===== src/rtl/stdin_if.sv =====
// rtl/stdin_if.sv - shared constants/types and the CPU-bus/push interface of the console input device
package configurations;
    localparam logic [63:0] STDIN_BASE_ADDR = 64'h0000_0000_8000_1000;

    typedef enum logic [2:0] {
        NO_STORE     = 3'd0,
        STORE_BYTE   = 3'd1,
        STORE_HALF   = 3'd2,
        STORE_WORD   = 3'd3,
        STORE_DOUBLE = 3'd4
    } mem_store_type_t;
endpackage

interface stdin_if;
    logic [63:0]                     addr;
    logic                            mem_read;
    configurations::mem_store_type_t mem_store_type;
    logic [63:0]                     r_data;
    logic                            stdin_taken;
    logic                            push_valid;
    logic [7:0]                      push_data;
    logic                            push_ready;

    // Device side: owns the read data, the taken flag and the push handshake ready.
    modport slave (
        input  addr, mem_read, mem_store_type, push_valid, push_data,
        output r_data, stdin_taken, push_ready
    );

    // CPU and harness side.
    modport master (
        output addr, mem_read, mem_store_type, push_valid, push_data,
        input  r_data, stdin_taken, push_ready
    );
endinterface


===== src/rtl/stdin.sv =====
// rtl/stdin.sv - memory-mapped console input FIFO with DATA and STATUS registers
module stdin #(
    parameter int          DEPTH     = 16,
    parameter logic [63:0] BASE_ADDR = configurations::STDIN_BASE_ADDR
) (
    input  logic    clock,
    input  logic    reset,
    stdin_if.slave  bus
);
    localparam int            AW         = $clog2(DEPTH);
    localparam logic [AW:0]   FULL_COUNT = (AW + 1)'(DEPTH);
    localparam logic [AW-1:0] PTR_ONE    = AW'(1);

    logic [7:0]    mem [DEPTH];
    logic [AW-1:0] head;
    logic [AW-1:0] tail;
    logic [AW:0]   count;
    logic          overflow;
    logic          taken;

    logic [63:0] offset;
    logic        hit;
    logic        hit_data;
    logic        hit_status;
    logic        is_store;
    logic        empty;
    logic        full;
    logic        do_pop;
    logic        do_push;
    logic [63:0] status_word;

    // Unsigned subtraction folds both window bounds into one compare.
    assign offset     = bus.addr - BASE_ADDR;
    assign hit        = offset < 64'd16;
    assign hit_data   = hit && !bus.addr[3];
    assign hit_status = hit && bus.addr[3];
    assign is_store   = bus.mem_store_type != configurations::NO_STORE;

    assign empty = count == '0;
    assign full  = count == FULL_COUNT;

    // Pop and push are both judged on pre-edge occupancy, so a same-cycle pop never makes room.
    assign do_pop  = bus.mem_read && hit_data && !empty;
    assign do_push = bus.push_valid && !full;

    assign status_word = {48'b0, 8'(count), 5'b0, overflow, full, !empty};

    // Load data mux: FIFO head (or -1 when empty), status, or zero outside the window.
    always_comb begin
        bus.r_data = 64'b0;
        if (hit_data) begin
            bus.r_data = empty ? {64{1'b1}} : {56'b0, mem[head]};
        end else if (hit_status) begin
            bus.r_data = status_word;
        end
    end

    assign bus.push_ready  = !full;
    assign bus.stdin_taken = taken;

    // Byte storage; contents are don't-care after reset, so no reset branch here.
    always_ff @(posedge clock) begin
        if (reset && do_push) begin
            mem[tail] <= bus.push_data;
        end
    end

    // Pointers, occupancy, sticky overflow and the registered access flag.
    always_ff @(posedge clock) begin
        if (!reset) begin
            head     <= '0;
            tail     <= '0;
            count    <= '0;
            overflow <= 1'b0;
            taken    <= 1'b0;
        end else begin
            if (do_pop) begin
                head <= head + PTR_ONE;
            end
            if (do_push) begin
                tail <= tail + PTR_ONE;
            end
            count <= count + (AW + 1)'(do_push) - (AW + 1)'(do_pop);
            if (bus.push_valid && full) begin
                overflow <= 1'b1;
            end else if (is_store && hit_status) begin
                overflow <= 1'b0;
            end
            taken <= hit && (bus.mem_read || is_store);
        end
    end
endmodule

===== src/flat_wrapper.sv =====
// flat-port wrapper written by rule: the top's interface ports become plain ports
module stdin_flat 
#(
    parameter int          DEPTH     = 16,
    parameter logic [63:0] BASE_ADDR = configurations::STDIN_BASE_ADDR
)
  (clock, reset, bus_addr, bus_mem_read, bus_mem_store_type, bus_push_valid, bus_push_data, bus_r_data, bus_stdin_taken, bus_push_ready);
  stdin_if bus_i ();
  input  logic clock;
  input  logic reset;
  input wire logic [$bits(bus_i.addr)-1:0] bus_addr;
  input wire logic [$bits(bus_i.mem_read)-1:0] bus_mem_read;
  input wire logic [$bits(bus_i.mem_store_type)-1:0] bus_mem_store_type;
  input wire logic [$bits(bus_i.push_valid)-1:0] bus_push_valid;
  input wire logic [$bits(bus_i.push_data)-1:0] bus_push_data;
  output wire logic [$bits(bus_i.r_data)-1:0] bus_r_data;
  output wire logic [$bits(bus_i.stdin_taken)-1:0] bus_stdin_taken;
  output wire logic [$bits(bus_i.push_ready)-1:0] bus_push_ready;
  assign bus_i.addr = bus_addr;
  assign bus_i.mem_read = bus_mem_read;
  assign bus_i.mem_store_type = bus_mem_store_type;
  assign bus_i.push_valid = bus_push_valid;
  assign bus_i.push_data = bus_push_data;
  assign bus_r_data = bus_i.r_data;
  assign bus_stdin_taken = bus_i.stdin_taken;
  assign bus_push_ready = bus_i.push_ready;
  stdin #(.DEPTH(DEPTH), .BASE_ADDR(BASE_ADDR)) u_core (.clock(clock), .reset(reset), .bus(bus_i));
endmodule

===== config.mk =====
export PLATFORM = sky130hd
export DESIGN_NAME = stdin_flat
export DESIGN_NICKNAME = d
export VERILOG_FILES = /design/src/rtl/stdin_if.sv /design/src/rtl/stdin.sv /design/src/flat_wrapper.sv
export SDC_FILE = /design/constraint.sdc
export NUM_CORES = 1
export LEC_CHECK = 0
export BUFFER_PORTS_ARGS = -buffer_cell sky130_fd_sc_hd__buf_4
export CELL_PAD_IN_SITES_DETAIL_PLACEMENT = 1
export CELL_PAD_IN_SITES_GLOBAL_PLACEMENT = 2
export CORE_UTILIZATION = 42
export CTS_BUF_LIST = sky130_fd_sc_hd__clkbuf_8
export CTS_CLUSTER_SIZE = 10
export DETAILED_ROUTE_END_ITERATION = 12
export GPL_TIMING_DRIVEN = 0
export PLACE_DENSITY_LB_ADDON = 0.1
export SETUP_SLACK_MARGIN = 0.02
export SLEW_MARGIN = 10
export SYNTH_ARGS = -nofsm -noshare
export SYNTH_HDL_FRONTEND = slang
export SYNTH_SLANG_ARGS = --single-unit

===== constraint.sdc =====
create_clock -name clock -period 11.65 [get_ports clock]
set_clock_uncertainty 0.15 [all_clocks]
set_input_delay 0 -clock clock [delete_from_list [all_inputs] [get_ports clock]]
set_output_delay 0 -clock clock [all_outputs]
set_load 0.1 [all_outputs]

; ---- Word level (Yosys, flattened, before mapping)
; Memory sizes are Yosys's and may differ from the RTL's. A register that Yosys moved wholly into a read port is not among the register bits.
; Cells that the tools add are included.
; Widths: inputs -> output; s select.
[totals]
ff_bits = 15
ram_bits = 128
in_bits = 79
output_inout_bits = 66
word_cells = 38
memories = 1
[memory_table]
columns = memory, words, word_bits, rd, rd_clocked_by_memory_dff, write_ports, line_no
row1 = u_core.mem, 16, 8, 1, 1, 1, stdin.sv:14  ; logic [7:0] mem [DEPTH];
[classes]
n_addsub = 5
order_cmp = 1
eq_ne = 1
muxes = 9
n_reduce_logical = 16
[ops]
columns = cell, count
row1 = $mux 64, 2
row2 = $lt 64x5->1 const B, 1
row3 = $sub 64x32->64 const B, 1
row4 = $mux 13, 1
row5 = $logic_and 1x1->1, 9
row6 = $add 4x1->4 const B, 2
row7 = $mux 4, 2
row8 = $add 5x1->5, 1
row9 = $eq 5x5->1 const B, 1
row10 = $logic_not 5->1, 1
row11 = $sub 5x1->5, 1
row12 = $mux 1, 4
row13 = $logic_not 1->1, 3
row14 = $reduce_bool 3->1, 1
row15 = $reduce_bool 2->1, 1
row16 = $logic_or 1x1->1, 1

; ---- Logic depth before layout (Yosys ltp)
; Gate-level depths: netlist of the first run.
[logic_depth]
ltp_word = 7
ltp_mapped = 19
depth_no_buf = 17

; ---- Worst setup path after synthesis of the first run
; OpenSTA, ideal clock, no wires.
[synth_timing]
path_type = input -> output
from = input bus_addr[43]
to = output bus_r_data[14]
t_arrival_ps = 5724
required_ps = 11500
slack_ps = 5776
path_stages = 10
n_path_buf = 2
path_cell_list = or4_1 or4_1 o21a_1 a2111oi_2 nand4_1 nor4_2 nand3_2 buf_4 nor2_1 buf_4
[synth_between]
elab_chain_len = 4
[synth_lines]
columns = item, line_no
row1 = "start, declared", flat_wrapper.sv:11  ; input wire logic [$bits(bus_i.addr)-1:0] bus_addr;
row2 = $sub 64x32->64, stdin.sv:33  ; assign offset = bus.addr - BASE_ADDR;
row3 = $lt 64x5->1, stdin.sv:34  ; assign hit = offset < 64'd16;
row4 = $logic_and 1x1->1, stdin.sv:35  ; assign hit_data = hit && !bus.addr[3];
row5 = $mux 64, stdin.sv:51  ; if (hit_data) begin
row6 = "end, declared", flat_wrapper.sv:16  ; output wire logic [$bits(bus_i.r_data)-1:0] bus_r_data;
; No other way between the ends.

; ---- Worst setup path after layout of the first run
[layout_timing]
from = input bus_addr[41]
to = register u_core.count[4]
[layout_between]
elab_chain_len = 6
[layout_lines]
columns = item, line_no
row1 = $sub 64x32->64, stdin.sv:33
row2 = $lt 64x5->1, stdin.sv:34
row3 = $logic_and 1x1->1, stdin.sv:35
row4 = $logic_and 1x1->1 (2 in series), stdin.sv:43  ; assign do_pop = bus.mem_read && hit_data && !empty;
row5 = via u_core.do_pop, stdin.sv:28  ; logic do_pop;
row6 = $sub 5x1->5, stdin.sv:83  ; count <= count + (AW + 1)'(do_push) - (AW + 1)'(do_pop);
row7 = "end signal, assigned", stdin.sv:83
row8 = "end, declared", stdin.sv:17  ; logic [AW:0] count;
; The timed path passes the listed nets, and every way through them passes these cells.
; A chain may end at the register's enable or synchronous reset.

==> results of run 1 <==
state kept, by name (all words and copies together) (netlist names), named ones only:
register	flops
u_core.mem	128
u_core.overflow	1
u_core.count	5
u_core.tail	4
u_core.bus.stdin_taken	1
u_core.head	4
cells in the mapped netlist, types with 4 or more instances:
master | number | share of area [%]
xor2_1 | 5 | 0.60
ha_1 | 11 | 1.9
o21a_1 | 5 | 0.52
mux4_2 | 40 | 12
nor3_2 | 4 | 0.55
dfxtp_1 | 19 | 5.2
o21ai_0 | 8 | 0.55
edfxtp_1 | 128 | 53
or4_1 | 10 | 1.0
nand3_1 | 8 | 0.55
nor4_1 | 11 | 0.95
nand2b_1 | 4 | 0.34
nand3b_1 | 5 | 0.52
a21oi_1 | 21 | 1.4
buf_1 | 6 | 0.31
nor2_1 | 46 | 2.4
nor3_1 | 16 | 1.1
inv_1 | 19 | 0.98
nor4_2 | 4 | 0.69
o31ai_1 | 4 | 0.41
or3_1 | 4 | 0.34
o31a_1 | 5 | 0.60
a211oi_1 | 6 | 0.62
clkbuf_1 | 8 | 0.41
nand2_1 | 17 | 0.88
nand4_1 | 11 | 0.95
buf_4 | 51 | 5.3
worst paths after layout:
path | start | endpoint | slack (ns) | cells after the start
worst max-delay path | bus_addr[41] | u_core.count[4] | 7.49 | 20
worst min-delay path | bus_addr[63] | flip-flop | 0.17 | 7
worst max register to register | u_core.count[2] | u_core.count[4] | 8.45 | 18
worst min register to register | u_core.head[3] | flip-flop | 0.40 | 3
layer usage:
metal	wire (um)	vias up	part of all wire (%)	global-route usage, %
li1	-	2363	-	-
met1	8390	2586	42	29.9
met2	9990	209	50	40.0
met3	1220	27	6.1	4.79
met4	340	0	1.7	7.13
met5	0	-	0	0
worst register-to-register path, cell delays in order (launching register included):
cell	delay, ns
dfxtp_1	0.35
inv_1	0.09
ha_1	0.20
nand2_1	0.07
nor2_1	0.13
nor3b_1	0.07
and4bb_1	0.22
buf_2	0.17
and2_1	0.18
ha_1	0.28
inv_1	0.04
ha_1	0.18
inv_1	0.07
fa_1	0.21
inv_1	0.05
a21oi_1	0.15
nor2_1	0.06
or3_1	0.34
a21oi_1	0.13
logic make-up (layout without fill, tap and decap cells):
group | count (synthesis) | count (layout)
AND/OR/NAND/NOR | 157 | 157
flip-flops | 147 | 147
buffers and inverters | 88 | 275
AO/OA/AOI/OAI | 73 | 73
multiplexers | 41 | 41
adder cells (fa/ha/maj) | 12 | 12
XOR/XNOR | 7 | 7
report_power, final:
group | leakage, nW | internal [mW] | switching, mW | total, mW
logic | 1.78 | 0.0599 | 0.0913 | 0.151
clock network | 0.231 | 0.275 | 0.186 | 0.461
registers | 1.31 | 0.585 | 0.00994 | 0.595
total | 3.32 | 0.920 | 0.288 | 1.21
through the flow:
step	instance area (um^2)	instances	util, %	setup WS [ns]
finish	9230	932	55.1	7.49
global route	9230	932	55.1	7.11
CTS	9230	932	55.1	7.51
detailed placement	8620	886	51.4	7.09
global placement	8590	885	51.3	5.80
floorplan	7270	525	-	5.78
what timing repair did:
| action | 4_1_cts | 5_1_grt |
|---|---|---|
| endpoints found under the hold margin | 138 | 0 |
| setup buffers | 0 | 0 |
| hold buffers | 14 | 0 |
area by class of cell:
type                            count  area share [%]
Buffer                             68            4.88
Clock buffer                       17            2.53
Tap cell                          220            2.98
Multi-Input combinational cell    290            27.3
Timing Repair Buffer              155            13.1
Clock inverter                     15            2.57
Sequential cell                   147            45.8
Inverter                           20           0.813
==> run_results.csv, run 1 <==
group,metric,value,unit
detailed_routing,wire_per_inst,21.4,um
cts,cts_root_buf,"clkbuf_8",
detailed_routing,routed_wl,19900,um
die,die_y,134,um
die,dieWidth,134,um
synthesis,synthXorXnorAreaFrac,0.844,%
timing,post-route-min-period,4.16,ns
power,power_density,131,nW/um^2
cts,clk_latency,0.44,ns
synthesis,syn_area,7270,um^2
finish,final_layout_size_suffix_gt1_share,39.7,%
synthesis,synth-simple-area-share,12.2,%
timing,max_freq,0.240,GHz
timing,tightestPinTransition,0.939,ns
cts,clk_path_buf_depth,2,
cts,cts.htree.levels,4,
die,die_area,17800,um^2
synthesis,synth_compound_area_share,6.94,%
timing,final-hold-violation-count,0,
timing,setup_viol_count_final,0,
timing,maxSlewHeadroom,37.2,%
outcome,status,"finished clean",
synthesis,yosysWarnings,0,
detailed_routing,vias_per_cell,5.56,
cts,cts.clk_slew.worst_paths,0.08,ns
finish,regArea,4220,um^2
synthesis,avgSynthCellArea,13.8,um^2
place,hpwlAfterDp,14900,um
timing,slew_viol_final,0,
synthesis,ys_ff_latch,147,
global_route,grt_overflow,0,
detailed_routing,ant_nets,0,
synthesis,syn-num-nets,616,
detailed_routing,first_iter_violations,305,
timing,rsz0062_at_grt,"false",
die,coreArea,16800,um^2
synthesis,ys.flop_type,"edfxtp_1",
die,ioPinCount,145,
setup_path,path_max_fanout,9,
timing,hold_ws,0.172,ns
setup_path,cp.required,11.87,ns
flow_run,max-cap-violations,0,
finish,multiInputGateArea,2520,um^2
setup_path,slowest_delay,0.55,ns
detailed_routing,vias,5185,
power,p_total,1.21,mW
worst_hold_path,hp-class,"primary input to flip-flop",
setup_path,cp.arrival,4.38,ns
cts,post_cts_resized,0,
synthesis,synth_edf_count,128,
synthesis,ys_seq_area_share,58.1,%
finish,area_growth,27.0,%
timing,fin_tns_setup,0,ns
finish,n_antenna_cell,0,
setup_path,slowest_stage,"nor4_1",
finish,fill_cells,1716,
setup_path,worstSetupEndpointType,"flip-flop",
timing,period_share,35.7,%
cts,cts_tree,"built",
detailed_routing,drt-pass1-iter-count,5,
finish,final_common_cell,"buf_4",
synthesis,synthAdderAreaFrac,2.17,%
setup_path,crit_type,"primary input to flip-flop",
global_route,grt_usage,23.4,%
power,p_leak,3.32,nW
synthesis,synth_mux_area_share,12.5,%
synthesis,async_reset_ff_share,0,%
cts,clock_sinks,147,
synthesis,synth_cell_types,58,
setup_path,crit_top_cell,"inv_1",
setup_path,critPathBufInv,6,
power,ir_drop,0.131,mV
global_route,grt_max_degree,49,
die,initial_core_util,43.4,%
detailed_routing,route.detailed.drc,0,
setup_path,crit_path_cell_trace,"buf_4 > nor4_1 > nand3_1 > a211o_1 > buf_2 > o31a_1 > or4_1 > and4bb_1 > buf_2 > and2_1 > ha_1 > inv_1 > ha_1 > inv_1 > fa_1 > inv_1 > a21oi_1 > nor2_1 > or3_1 > a21oi_1",
finish,nets,790,
finish,final_cell_mix,"buf_4 (191), edfxtp_1 (128), nor2_1 (45), mux4_2 (40), a21oi_1 (21)",
global_route,grt_pass1_wl,31200,um
place,io_buffers,140,
cts,cts_buffers,17,
synthesis,syn-instance-count,525,
place,gp_congestion,0.928,
global_route,antenna_found_initial,0,
setup_path,cp-start-kind,"primary input",
global_route,grt_pass1_vias,5492,
die,placement_rows,47,
setup_path,crit_family,"simple AND/OR/NAND/NOR gates",
synthesis,synth_top_family_by_area,"multiplexers",
No activity file was read; power rests on OpenSTA's default activity.
==> inputs of run 2 (changes only) <==
--- a/config.mk
+++ b/config.mk
@@ -5,10 +5,11 @@
 export SDC_FILE = /design/constraint.sdc
 export NUM_CORES = 1
 export LEC_CHECK = 0
+export ABC_AREA = 1
 export BUFFER_PORTS_ARGS = -buffer_cell sky130_fd_sc_hd__buf_4
 export CELL_PAD_IN_SITES_DETAIL_PLACEMENT = 1
 export CELL_PAD_IN_SITES_GLOBAL_PLACEMENT = 2
-export CORE_UTILIZATION = 42
+export CORE_UTILIZATION = 32
 export CTS_BUF_LIST = sky130_fd_sc_hd__clkbuf_8
 export CTS_CLUSTER_SIZE = 10
 export DETAILED_ROUTE_END_ITERATION = 12
==> constraint.sdc (replaced) <==
create_clock -name clock -period 3.7 [get_ports clock]
set_clock_uncertainty 0.15 [all_clocks]
set_input_delay 0 -clock clock [delete_from_list [all_inputs] [get_ports clock]]
set_output_delay 0 -clock clock [all_outputs]
set_load 0.1 [all_outputs]
==> run 2 against run 1 <==
Compared with the run above: total power rose to 3.2 times the previous value; final cell count rose by 61%; global-route usage fell by 2.4 points; utilization fell by 14 points; clock power rose to 2.9 times the previous value; sequential power rose to 3.1 times the previous value; area after synthesis rose by 16%; critical path type is now flip-flop to output port; largest cell class unchanged; highest routed layer unchanged.
==> run_results.csv, run 2 <==
group,metric,value,unit
outcome,status,"finished clean",
die,die_area,27100,um^2
synthesis,yosysWarnings,0,
place,io_buffers,140,
detailed_routing,wl_met2,12600,um
setup_path,worstRegToRegCells,17,
power,p_leak,4.17,nW
worst_hold_path,worstHoldPathCells,8,
global_route,grt_max_degree,52,
timing,tightestPinTransition,1.05,ns
detailed_routing,top_layer_used,"met4",
synthesis,synth_top_cell_by_area,"edfxtp_1",
setup_path,cp.arrival,3.31,ns
place,place_area,9930,um^2
timing,max_freq,0.289,GHz
detailed_routing,routed_wl,27700,um
setup_path,cp.required,3.55,ns
finish,final_area,10600,um^2
setup_path,rr_startpoint,"u_core.count[3]",
timing,maxSlewHeadroom,30.1,%
timing,final-hold-violation-count,0,
detailed_routing,wl_met3,1420,um
detailed_routing,vias,7337,
global_route,grt_usage,21.0,%
detailed_routing,ant_nets,0,
global_route,grt_overflow,0,
cts,cts_root_buf,"clkbuf_8",
finish,largest_reg_flops,128,
power,ir_drop,0.247,mV
cts,cts.htree.levels,4,
cts,cts.clk_slew.worst_paths,0.09,ns
global_route,antenna_found_initial,0,
timing,post-route-min-period,3.46,ns
detailed_routing,first_iter_violations,391,
synthesis,synth_most_common_cell,"nand2_1",
worst_hold_path,hold_start,"bus_addr[4]",
cts,clk_path_buf_depth,2,
flow_run,max-cap-violations,0,
finish,final_layout_size_suffix_gt1_share,23.6,%
finish,top_register,"u_core.mem",
finish,final_common_cell,"buf_4",
synthesis,avgSynthCellArea,8.66,um^2
synthesis,ys_ff_latch,147,
place,place_ws,-0.351,ns
setup_path,crit_type,"flip-flop to output port",
place,gp_congestion,0.815,
detailed_routing,wire_per_inst,18.4,um
synthesis,syn-num-nets,1068,
detailed_routing,met1_length,13300,um
global_route,grt_pass1_wl,42400,um
synthesis,syn-instance-count,977,
setup_path,cp-start-kind,"flip-flop",
timing,setup_viol_count_final,0,
power,power_density,361,nW/um^2
detailed_routing,vias_per_cell,4.89,
die,ioPinCount,145,
cts,clk_latency,0.45,ns
detailed_routing,route.detailed.drc,0,
die,initial_core_util,32.6,%
finish,area_growth,24.9,%
finish,reg_top3,"u_core.mem: 128 flops, u_core.count: 5 flops",
finish,n_antenna_cell,0,
cts,cts_buffers,17,
finish,final_cell_mix,"buf_4 (191), nand2_1 (178), nor2_1 (171), edfxtp_1 (128), inv_1 (90)",
worst_hold_path,hp-class,"primary input to flip-flop",
synthesis,async_reset_ff_share,0,%
timing,fin_tns_setup,0,ns
synthesis,synth_area_leaders,"edfxtp_1 (45%), nand2_1 (8.0%), nor2_1 (7.9%)",
synthesis,synth_cell_types,40,
timing,period_share,93.6,%
timing,rsz0062_at_grt,"false",
finish,fill_cells,3092,
synthesis,synth_top_cell_area_share,45.4,%
setup_path,path_max_fanout,10,
synthesis,syn_area,8460,um^2
synthesis,synth_edf_count,128,
setup_path,worstSetupEndpointType,"output port",
synthesis,ys.flop_type,"edfxtp_1",
finish,nets,1244,
synthesis,ys_seq_area_share,49.9,%
die,dieWidth,165,um
global_route,grt_pass1_vias,7418,
cts,clock_sinks,147,
place,hpwlAfterDp,20900,um
timing,setup_slack,0.236,ns
die,coreArea,26000,um^2
synthesis,synthTopCellsByCount,"nand2_1 (181), nor2_1 (178), edfxtp_1 (128)",
die,die_y,165,um
cts,cts_tree,"built",
die,placement_rows,59,
timing,slew_viol_final,0,
detailed_routing,drt-pass1-iter-count,4,
run 2: routing by layer:
metal  global-route usage (%)  vias up
met4                     4.59        0
met2                     34.4      214
li1                         -     3627
met5                        0        -
met3                     2.81       24
met1                     29.3     3472
run 2: cell families after synthesis:
| group | Yosys count | share of synthesized area, % |
|---|---|---|
| buffers and inverters | 170 | 9.86 |
| multiplexers | 30 | 3.55 |
| AO/OA/AOI/OAI | 103 | 7.64 |
| flip-flops | 147 | 49.9 |
| adder cells (fa/ha/maj) | 12 | 1.86 |
| XOR/XNOR | 11 | 1.14 |
| AND/OR/NAND/NOR | 504 | 26.0 |
run 2: path summary, 6_finish.rpt:
kind / endpoint / slack, ns
hold / removal: u_core.head[1] / 0.06
setup reg to reg: u_core.count[4] / 0.41
setup / recovery: bus_r_data[0] / 0.24
hold reg to reg: u_core.head[1] / 0.37
run 2: where the power goes:
part	switching (mW)	internal (mW)
Combinational	0.406	0.199
Clock	0.665	0.673
Sequential	0.0253	1.85
run 2: layout make-up:
type	instances	area, um^2	area share [%]
sequential	147	4220	39.9
multi-input combinational	660	3460	32.8
clock inverter	15	179	1.69
clock buffer	17	234	2.21
tap	335	419	3.96
buffer	75	478	4.52
inverter	95	358	3.38
timing repair buffer	157	1220	11.5
run 2: timing repair:
item / in CTS / in global routing
resized for setup: 0 / 17
endpoints found under the setup margin: 0 / 53
hold buffers: 16 / 0
setup buffers: 0 / 1
endpoints found under the hold margin: 146 / 0
run 2: metrics by stage:
step	total power, mW	instances	hold WS (ns)	utilization [%]
after global placement	2.49	1452	0.154	38.2
final	3.82	1501	0.0587	40.7
after CTS	3.84	1500	0.0607	40.4
after detailed placement	2.50	1452	0.156	38.2
after floorplan	2.24	977	-0.0511	-
after global routing	3.97	1501	0.107	40.7
run 2: critical path: stages, from the launching register on:
cell and delay [ns]:
dfxtp_1 0.38, clkbuf_1 0.40, buf_1 0.69, o21ai_0 0.22, o221ai_1 0.23, o21ai_0 0.13, o22ai_1 0.28, o21ai_1 0.11
o21ai_1 0.10, buf_4 0.31
==> inputs of run 3 (changes only) <==
--- a/config.mk
+++ b/config.mk
@@ -15,8 +15,9 @@
 export DETAILED_ROUTE_END_ITERATION = 12
 export GPL_TIMING_DRIVEN = 0
 export PLACE_DENSITY_LB_ADDON = 0.1
+export REMOVE_ABC_BUFFERS = 1
 export SETUP_SLACK_MARGIN = 0.02
-export SLEW_MARGIN = 10
+export SLEW_MARGIN = 20
 export SYNTH_ARGS = -nofsm -noshare
 export SYNTH_HDL_FRONTEND = slang
 export SYNTH_SLANG_ARGS = --single-unit
==> run 3 against run 2 <==
Compared with the run above: the flow now finishes with violations (DRC); first-iteration DRC count is 11% higher; final area decreased by 4.4%; routed wire length shrank 8.1%; worst setup slack gained 0.044 ns; clock power fell by 9%; global-route usage shrank 1.6 points; utilization decreased by 1.8 points; critical endpoint is now u_core.count[4]; largest cell class unchanged.
==> run_results.csv, run 3 (synthesized netlist as in run 2, its figures left out) <==
group,metric,value,unit
global_route,grt_pass1_wl,38800,um
finish,instances_no_fill,1433,
finish,multiInputGateArea,3420,um^2
timing,rsz0062_at_grt,"false",
finish,nets,1176,
finish,regArea,4230,um^2
setup_path,worstSetupEndpointType,"flip-flop",
timing,max_freq,0.292,GHz
die,dieWidth,165,um
timing,final-hold-violation-count,0,
setup_path,worstRegToRegCells,16,
finish,top_register,"u_core.mem",
cts,clk_latency,0.46,ns
setup_path,crit_type,"primary input to flip-flop",
die,placement_rows,59,
timing,slew_viol_final,0,
power,ir_drop,0.224,mV
setup_path,timing.reg2reg.setup_slack,0.51,ns
finish,final_common_cell,"nand2_1",
timing,setup_slack,0.280,ns
setup_path,cp-start-kind,"primary input",
die,coreArea,26000,um^2
place,gp_congestion,0.824,
die,die_area,27100,um^2
outcome,violations,"DRC",
finish,reg_top3,"u_core.mem: 128 flops, u_core.count: 5 flops",
cts,cts_root_buf,"clkbuf_8",
die,die_y,165,um
worst_hold_path,hold_start,"bus_addr[4]",
place,placed_cells,1380,
flow_run,max-cap-violations,0,
setup_path,path_max_fanout,3,
detailed_routing,wire_per_inst,17.7,um
detailed_routing,ant_nets,0,
die,ioPinCount,145,
cts,cts_tree,"built",
finish,final_cell_mix,"nand2_1 (181), nor2_1 (176), buf_4 (144), edfxtp_1 (128), inv_1 (90)",
cts,clock_sinks,147,
power,p_leak,3.87,nW
place,hpwlAfterDp,19000,um
finish,n_antenna_cell,0,
finish,fill_cells,3106,
cts,cts.clk_slew.worst_paths,0.09,ns
detailed_routing,vias,6962,
power,power_density,362,nW/um^2
detailed_routing,vias_per_cell,4.86,
timing,period_share,92.4,%
finish,area_growth,19.5,%
setup_path,cp.required,3.89,ns
global_route,antenna_found_initial,0,
cts,cts.htree.levels,4,
place,place_ws,-0.354,ns
setup_path,rr_startpoint,"u_core.count[3]",
die,initial_core_util,32.6,%
timing,setup_viol_count_final,0,
outcome,status,"finished with violations",
detailed_routing,drt-pass1-iter-count,9,
worst_hold_path,hp-class,"primary input to flip-flop",
finish,largest_reg_flops,128,
timing,post-route-min-period,3.42,ns
detailed_routing,route.detailed.drc,2,
global_route,grt_pass1_vias,6988,
global_route,grt_usage,19.4,%
global_route,grt_overflow,0,
cts,cts_buffers,17,
detailed_routing,routed_wl,25400,um
place,io_buffers,141,
timing,tightestPinTransition,0.983,ns
worst_hold_path,worstHoldPathCells,8,
detailed_routing,first_iter_violations,433,
global_route,grt_max_degree,52,
timing,maxSlewHeadroom,34.2,%
setup_path,timing.rr.end,"u_core.count[4]",
finish,final_layout_size_suffix_gt1_share,20.2,%
cts,clk_path_buf_depth,2,
setup_path,cp.arrival,3.61,ns
## run 3: layout make-up
class,instances,share of cell area [%]
multi-input cells,660,33.8
repair buffers,164,13.0
clock inverters,15,1.45
well taps,335,4.14
flip-flops and latches,147,41.8
clock buffers,17,2.31
inverters,95,3.54
## run 3: worst max-delay path by stage
stage                       startpoint  depth (start not counted)               to
after floorplan           bus_addr[41]                         14   bus_r_data[13]
after global placement       flip-flop                          8    bus_r_data[0]
after detailed placement  bus_addr[15]                         25  u_core.count[4]
after CTS                 bus_addr[15]                         25  u_core.count[4]
after global routing      bus_addr[17]                         25  u_core.count[4]
final                     bus_addr[34]                         25  u_core.count[4]
## run 3: worst max-delay path, cell delays in order
cell and delay (ns):
buf_4 0.13, nor2_1 0.25, nand2_1 0.18, nor2_2 0.16, nand2_1 0.09, nor2_1 0.27, nand2_1 0.13, nand2_1 0.09
nand2_1 0.10, nor3b_2 0.19, nand2_1 0.07, nor2_1 0.10, nand3_2 0.13, nor2_4 0.20, nand3_1 0.09, inv_1 0.08
ha_1 0.22, inv_1 0.05, ha_1 0.15, inv_1 0.05, fa_1 0.41, nor3_1 0.20, a211oi_1 0.08, o21ai_0 0.15
a21oi_1 0.05
## run 3: power by group
part           total (mW)  leakage [nW]  switching (mW)  internal [mW]
combinational       0.579          2.38           0.383          0.195
clock                1.22         0.184           0.670          0.546
sequential           1.87          1.31          0.0236           1.85
total                3.66          3.87            1.08           2.59
## run 3: what timing repair did
item                                   CTS  global route
setup buffers                            0             4
resized for setup                        0             3
endpoints found under the hold margin  147             0
hold buffers                            17             0
setup endpoints to repair                0            52
## run 3: metrics by stage
stage           TNS, ns  util, %  power [mW]  cell area [um^2]  hold slack (ns)
2_1_floorplan  -1368.89        -        2.23              7990          -0.0565
3_3_place_gp     -29.87     36.4        2.47              9460            0.148
3_5_place_dp     -0.464     36.6        2.47              9510            0.166
4_1_cts               0     38.7        3.70             10100           0.0378
5_1_grt               0     38.9        3.84             10100           0.0924
6_report              0     38.9        3.66             10100           0.0635
## run 3: layer usage
| metal | routed length [um] | vias to the layer above | GRT usage (%) |
|---|---|---|---|
| met4 | 221 | 0 | 4.25 |
| met5 | 0 | - | 0 |
| met3 | 1090 | 17 | 3.54 |
| met2 | 11100 | 165 | 29.8 |
| met1 | 13000 | 3303 | 28.2 |
| li1 | - | 3477 | - |
